<file path="src/rtl/bus_handshakes_reg_slice.sv">
// Valid/ready register slice with a structure chosen at elaboration: pass-through,
// forward-registered, backward-registered (skid), or fully registered two-entry buffer.
module bus_handshakes_reg_slice #(
    parameter int unsigned WIDTH = 9,
    parameter int unsigned MODE  = 3
) (
    input  logic             clk,
    input  logic             s_rst,
    input  logic             flush,
    input  logic             src_vaild,
    input  logic [WIDTH-1:0] src_data_in,
    output logic             src_ready,
    output logic             dst_vaild,
    output logic [WIDTH-1:0] dst_data_out,
    input  logic             dst_ready,
    output logic [1:0]       level
);

    localparam int unsigned ModeEff = (MODE > 32'd3) ? 32'd3 : MODE;

    logic             r_out_valid;
    logic [WIDTH-1:0] r_out_data;
    logic             r_skid_valid;
    logic [WIDTH-1:0] r_skid_data;

    logic             w_out_valid_nxt;
    logic [WIDTH-1:0] w_out_data_nxt;
    logic             w_skid_valid_nxt;
    logic [WIDTH-1:0] w_skid_data_nxt;

    logic             w_block;
    logic             w_src_ready;
    logic             w_dst_valid;
    logic [WIDTH-1:0] w_dst_data;
    logic             w_in;
    logic             w_out;

    assign w_block = s_rst | flush;

    // In modes 2 and 3 the skid register is only ever full when the slice cannot
    // take another beat, so its inverse is the registered ready.
    always_comb begin
        w_src_ready = 1'b0;
        w_dst_valid = 1'b0;
        w_dst_data  = '0;
        case (ModeEff)
            0: begin
                w_src_ready = dst_ready;
                w_dst_valid = src_vaild;
                w_dst_data  = src_data_in;
            end
            1: begin
                w_src_ready = ~r_out_valid | dst_ready;
                w_dst_valid = r_out_valid;
                w_dst_data  = r_out_data;
            end
            2: begin
                w_src_ready = ~r_skid_valid;
                w_dst_valid = r_skid_valid | src_vaild;
                w_dst_data  = r_skid_valid ? r_skid_data : src_data_in;
            end
            default: begin
                w_src_ready = ~r_skid_valid;
                w_dst_valid = r_out_valid;
                w_dst_data  = r_out_data;
            end
        endcase
    end

    assign src_ready    = w_src_ready & ~w_block;
    assign dst_vaild    = w_dst_valid & ~w_block;
    assign dst_data_out = s_rst ? '0 : w_dst_data;
    assign level        = s_rst ? 2'd0 : ({1'b0, r_out_valid} + {1'b0, r_skid_valid});

    assign w_in  = src_vaild & src_ready;
    assign w_out = dst_vaild & dst_ready;

    always_comb begin
        w_out_valid_nxt  = r_out_valid;
        w_out_data_nxt   = r_out_data;
        w_skid_valid_nxt = r_skid_valid;
        w_skid_data_nxt  = r_skid_data;
        case (ModeEff)
            0: begin
            end
            1: begin
                if (src_ready) begin
                    w_out_valid_nxt = w_in;
                    if (w_in) begin
                        w_out_data_nxt = src_data_in;
                    end
                end
            end
            2: begin
                if (r_skid_valid) begin
                    if (w_out) begin
                        w_skid_valid_nxt = 1'b0;
                    end
                end else if (w_in && !dst_ready) begin
                    w_skid_valid_nxt = 1'b1;
                    w_skid_data_nxt  = src_data_in;
                end
            end
            default: begin
                // Output register refills from the skid first so order is preserved.
                if (!r_out_valid || w_out) begin
                    if (r_skid_valid) begin
                        w_out_data_nxt   = r_skid_data;
                        w_skid_valid_nxt = 1'b0;
                    end else begin
                        w_out_valid_nxt = w_in;
                        if (w_in) begin
                            w_out_data_nxt = src_data_in;
                        end
                    end
                end else if (w_in) begin
                    w_skid_valid_nxt = 1'b1;
                    w_skid_data_nxt  = src_data_in;
                end
            end
        endcase
    end

    always_ff @(posedge clk) begin
        if (w_block) begin
            r_out_valid  <= 1'b0;
            r_out_data   <= '0;
            r_skid_valid <= 1'b0;
            r_skid_data  <= '0;
        end else begin
            r_out_valid  <= w_out_valid_nxt;
            r_out_data   <= w_out_data_nxt;
            r_skid_valid <= w_skid_valid_nxt;
            r_skid_data  <= w_skid_data_nxt;
        end
    end

endmodule

</file>
<file path="config.mk">
export PLATFORM = sky130hd
export DESIGN_NAME = bus_handshakes_reg_slice
export DESIGN_NICKNAME = d
export VERILOG_FILES = /design/src/rtl/bus_handshakes_reg_slice.sv
export SDC_FILE = /design/constraint.sdc
export NUM_CORES = 1
export LEC_CHECK = 0
export ABC_CLOCK_PERIOD_IN_PS = 1950
export CAP_MARGIN = 15
export CORE_MARGIN = 4
export CORE_UTILIZATION = 51
export CTS_CLUSTER_DIAMETER = 30
export DETAILED_ROUTE_END_ITERATION = 10
export PLACE_DENSITY = 0.79
export SYNTH_ARGS = -nofsm -noshare
export SYNTH_HDL_FRONTEND = slang
export SYNTH_SLANG_ARGS = --single-unit
</file>
<file path="constraint.sdc">
create_clock -name clk -period 1.95 [get_ports clk]
set_input_delay 0.39 -clock clk [delete_from_list [all_inputs] [get_ports clk]]
set_output_delay 0.39 -clock clk [all_outputs]
set_load 0.02 [all_outputs]
</file>
==> impl_metrics.ini, run 1 <==
[routing]
wl_um = 2570
viasPerCell = 5.17
drc = 0
num_vias = 941
routedWlPerCell_um = 14.1
first_pass_iters = 4
drt_iter0_drc = 23
drt.antenna.violating_nets = 0

[finish]
drive_gt1_frac = 0.213
nNetsFinal = 171
final_area_um2 = 1420
antennaDiodeCount = 0
areaGrowthSynthToFinish_pct = 34.1

[synthesis]
synth_cell_types = 25
synth-seq-cells = 20
synthCells = 122
yosysSeqAreaShare = 0.379
avgSynthCellArea_um2 = 8.66
synth_warnings = 0
syn_nets = 137
netlist_area_um2 = 1060

[placed_design]
port_buffers = 26
dp_hpwl_um = 1890
dpl_cell_area_um2 = 1380
gp_congestion = 0.789

[sta]
timing.slew.headroom = 0.742
rsz0062_at_grt = no
setup_violations = 0
finalCriticalPeriod_ps = 1920
slew_viol_final = 0
finalHoldViolCount = 0
finClkSkew_ps = 15.4
fmax_ghz = 0.522
period_share = 0.983
whs_ps = 463
tightest_slew_ps = 387

[clock_network]
clk_path_buf_depth = 2
root_buffer = clkbuf_4
cts_htree_levels = 1
cts_buffers = 3
clk_pin_slew_worst_paths_ps = 130
postCtsSetupBuffers = 0
insertion_delay_ps = 310
cts.sinks = 20
cts_tree = built

[setup_path]
crit_required_ps = 1560
endpoint_kind = output pin
startpoint_type = primary input
critPathMaxFanout = 8
cp.arrival_ps = 1530
criticalPathCategory = primary input to output pin

[grt]
grt_pass1_wl_um = 4330
grt_pass1_vias = 997
grt_max_degree = 19
overflow = 0
antenna_found_initial = 0
grt_use_total = 0.207

[pwr]
vdd_drop_max_uv = 566
p_per_area_nw_per_um2 = 619
leakagePower_nw = 0.620

[floorplanning]
die_x_um = 53.5
core-area_um2 = 1960
die_y_um = 53.5
initial_core_util = 0.538
io_pins = 27
die_area_um2 = 2860
rows = 16

[status]
status = completed

[run]
drv_cap = 0

[hold_path]
hold_path.class = register to register
==> synthesized netlist by cell type <==
| cell type | count | area share |
|---|---|---|
| nand3_1 | 9 | 0.043 |
| nor2_4 | 1 | 0.011 |
| a21oi_1 | 7 | 0.033 |
| buf_2 | 2 | 0.0095 |
| o21ai_1 | 9 | 0.043 |
| nand2b_1 | 1 | 0.0059 |
| and2b_2 | 1 | 0.0083 |
| nor4b_4 | 1 | 0.023 |
| clkbuf_1 | 3 | 0.011 |
| nor3b_1 | 2 | 0.014 |
| mux2i_1 | 9 | 0.085 |
| mux2_2 | 9 | 0.096 |
| o21ai_0 | 1 | 0.0047 |
| o22ai_1 | 1 | 0.0059 |
| nor2_1 | 5 | 0.018 |
| dfxtp_1 | 20 | 0.38 |
| buf_6 | 2 | 0.021 |
| nand2_1 | 21 | 0.075 |
| clkbuf_2 | 1 | 0.0047 |
| or2_2 | 1 | 0.0059 |
| inv_1 | 2 | 0.0071 |
| buf_4 | 1 | 0.0071 |
| nor2b_1 | 11 | 0.065 |
| ha_1 | 1 | 0.012 |
| or4b_4 | 1 | 0.013 |
==> worst paths after layout <==
kind | depth (start not counted) | slack, ps | startpoint | endpoint
setup / recovery | 4 | 30 | s_rst | level[1]
hold / removal | 2 | 460 | r_skid_data[7]$_SDFFE_PP0P_ | r_skid_data[7]$_SDFFE_PP0P_
setup reg to reg | 4 | 580 | r_skid_valid$_SDFFE_PP0P_ | r_skid_data[1]$_SDFFE_PP0P_
hold reg to reg | 2 | 460 | r_skid_data[7]$_SDFFE_PP0P_ | r_skid_data[7]$_SDFFE_PP0P_
==> timing repair <==
action	in CTS	in global routing
cloned	0	1
hold buffers	0	0
endpoints found under the setup margin	13	3
gates resized for setup	20	2
==> cells by family after synthesis <==
kind of cell	synth area share
DFF	0.379
buffers and inverters	0.0604
and+or+nand+nor	0.281
muxes	0.181
adders and majority gates	0.0118
AOI/OAI and AO/OA	0.0865
==> per-stage QoR <==
step / worst slack, ps / instances / util / setup TNS, ps / total power (W)
CTS: 10.7 / 181 / 0.726 / 0 / 0.000879
detailed placement: -307 / 177 / 0.702 / -2900 / 0.000541
finish: 33.4 / 182 / 0.722 / 0 / 0.000876
floorplan: 333 / 122 / - / 0 / 0.000483
global placement: -289 / 177 / 0.702 / -2370 / 0.000538
global route: 5.55 / 182 / 0.722 / 0 / 0.000905
==> per-layer routing <==
metal / up-vias / track usage / part of all wire
li1: 483 / - / -
met1: 432 / 0.226 / 0.38
met2: 24 / 0.412 / 0.56
met3: 2 / 0.0254 / 0.049
met4: 0 / 0.0511 / 0.0074
met5: - / 0 / 0
==> cells in the final DEF, fill, tap and decap left out <==
cell type        Yosys  layout
a21oi_1              7       7
and2b_2              1       1
buf_2                2       3
buf_4                1      10
buf_6                2       1
bufinv_16            0       1
clkbuf_4             0       3
clkdlybuf4s15_2      0       1
clkdlybuf4s50_1      0      13
dfxtp_1             20      20
dlygate4sd2_1        0      10
ha_1                 1       1
inv_1                2       2
mux2_2               9       9
mux2i_1              9       9
nand2_1             21      21
nand2b_1             1       1
nand3_1              9       9
nor2_1               5       5
nor2_4               1       1
nor2b_1             11      11
nor3b_1              2       2
nor4b_4              1       1
o21ai_0              1       1
o21ai_1              9       9
o22ai_1              1       1
or2_2                1       1
or4b_4               1       1
==> registers in the layout, summed over array words and instances, names as in the netlist <==
signal and count:
r_out_data 9, r_out_valid 1, r_skid_data 9, r_skid_valid 1
==> report_power, final <==
| part | internal [W] | total, W | switching (W) |
|---|---|---|---|
| Combinational | 0.0000608 | 0.000116 | 0.0000554 |
| Clock | 0.000208 | 0.000344 | 0.000137 |
| Sequential | 0.000413 | 0.000416 | 0.00000273 |
| Total | 0.000681 | 0.000876 | 0.000195 |
==> worst max-delay path, cell delays in order <==
cell	delay, ps
clkdlybuf4s50_1	520
buf_6	150
and2b_2	220
clkdlybuf4s15_2	250
==> cell type report <==
type | count | area (um^2)
clock inverter | 1 | 30.0
timing repair buffer | 38 | 330
sequential | 20 | 400
inverter | 2 | 7.51
tap | 27 | 33.8
clock buffer | 3 | 22.5
multi-input combinational | 91 | 592
fill | 177 | 546
(Power assumes the default switching activity.)
==> run 2, diff against run 1 <==
SETUP_SLACK_MARGIN = 0.05   (was unset)
==> impl_metrics.ini, run 2 (same netlist as run 1, synthesis figures left out) <==
[sta]
period_share = 0.912
tns_ps = 0
finalCriticalPeriod_ps = 1780
timing.slew.headroom = 0.739
whs_ps = 463
fmax_ghz = 0.562
slew_viol_final = 0
rsz0062_at_grt = no
setup_violations = 0
tightest_slew_ps = 392
finalHoldViolCount = 0
finClkSkew_ps = 14.1

[setup_path]
reg2reg_depth = 4
startpoint_type = primary input
criticalPathCategory = primary input to output pin
endpoint_kind = output pin
critPathMaxFanout = 4
crit_required_ps = 1560
cp.arrival_ps = 1390

[routing]
wl_met1_um = 1010
highest_layer = met4
viasPerCell = 5.31
routedWlPerCell_um = 14.6
drt.antenna.violating_nets = 0
first_pass_iters = 4
wl_met3_um = 126
drc = 0
wl_um = 2660
drt_iter0_drc = 20
num_vias = 967
wl_met2_um = 1480

[floorplanning]
die_x_um = 53.5
die_y_um = 53.5
core-area_um2 = 1960
rows = 16
initial_core_util = 0.538
io_pins = 27
die_area_um2 = 2860

[finish]
nFillCells = 176
largestRegisters = r_out_data: 9 flops, r_skid_data: 9 flops
final_common_cell = nand2_1
areaGrowthSynthToFinish_pct = 34.7
antennaDiodeCount = 0
nNetsFinal = 171
mostFrequentLayoutCells = nand2_1, dfxtp_1, clkdlybuf4s50_1, nor2b_1
drive_gt1_frac = 0.213

[clock_network]
root_buffer = clkbuf_4
cts.sinks = 20
cts_tree = built
clk_pin_slew_worst_paths_ps = 130
postCtsSetupBuffers = 0
insertion_delay_ps = 310
clk_path_buf_depth = 2
cts_buffers = 3
hold_buffers = 0
cts_htree_levels = 1

[pwr]
p_per_area_nw_per_um2 = 616
leakagePower_nw = 0.620
vdd_drop_max_uv = 562
power_w = 0.000876

[run]
drv_cap = 0

[grt]
overflow = 0
antenna_found_initial = 0
grt_pass1_wl_um = 4510
grt_pass1_vias = 1025
grt_use_total = 0.217
grt_max_degree = 19

[hold_path]
hold_depth = 2
hold_path.class = register to register

[placed_design]
dp_hpwl_um = 1890
gp_congestion = 0.789
port_buffers = 26

[status]
status = completed
## run 2: metal layers
| layer | vias to the layer above | GRT usage |
|---|---|---|
| met3 | 4 | 0.0310 |
| met1 | 450 | 0.238 |
| met4 | 0 | 0.0766 |
| li1 | 482 | - |
| met5 | - | 0 |
| met2 | 31 | 0.414 |
## run 2: stage by stage
step	area, um^2	util	worst slack [ps]	instances
after global placement	1380	0.702	-289	177
after detailed placement	1380	0.702	-307	177
after floorplan	1060	-	333	122
after CTS	1430	0.731	57.6	182
final	1420	0.725	171	182
after global routing	1420	0.725	62.7	182
## run 2: where the power goes
| group | switching [W] | leakage (nW) | internal (W) |
|---|---|---|---|
| clock network | 0.000134 | 0.0279 | 0.000208 |
| registers | 0.00000271 | 0.161 | 0.000413 |
| logic | 0.0000569 | 0.430 | 0.0000614 |
| total | 0.000194 | 0.620 | 0.000682 |
## run 2: cell type report
| type | instances | area (um^2) | share of cell area |
|---|---|---|---|
| Multi-Input combinational cell | 91 | 592 | 0.416 |
| Sequential cell | 20 | 400 | 0.281 |
| Timing Repair Buffer | 38 | 337 | 0.237 |
| Tap cell | 27 | 33.8 | 0.0237 |
| Clock inverter | 1 | 30.0 | 0.0211 |
| Clock buffer | 3 | 22.5 | 0.0158 |
| Inverter | 2 | 7.51 | 0.00528 |
## run 2: repair_timing
action | in CTS | in global routing
pin swaps | 0 | 0
gates cloned | 1 | 0
setup endpoints to repair | 13 | 3
resized for setup | 23 | 3
## run 2: worst paths after layout
check,startpoint,endpoint,slack (ps)
min,r_skid_data[7]$_SDFFE_PP0P_,r_skid_data[7]$_SDFFE_PP0P_,460
max reg2reg,r_skid_valid$_SDFFE_PP0P_,r_skid_data[8]$_SDFFE_PP0P_,570
min reg2reg,r_skid_data[7]$_SDFFE_PP0P_,r_skid_data[7]$_SDFFE_PP0P_,460
max,flush,src_ready,170
## run 2: worst max-delay path, stage by stage
cell	delay, ps
clkdlybuf4s50_1	410
or2_2	320
nor2_1	100
buf_2	170
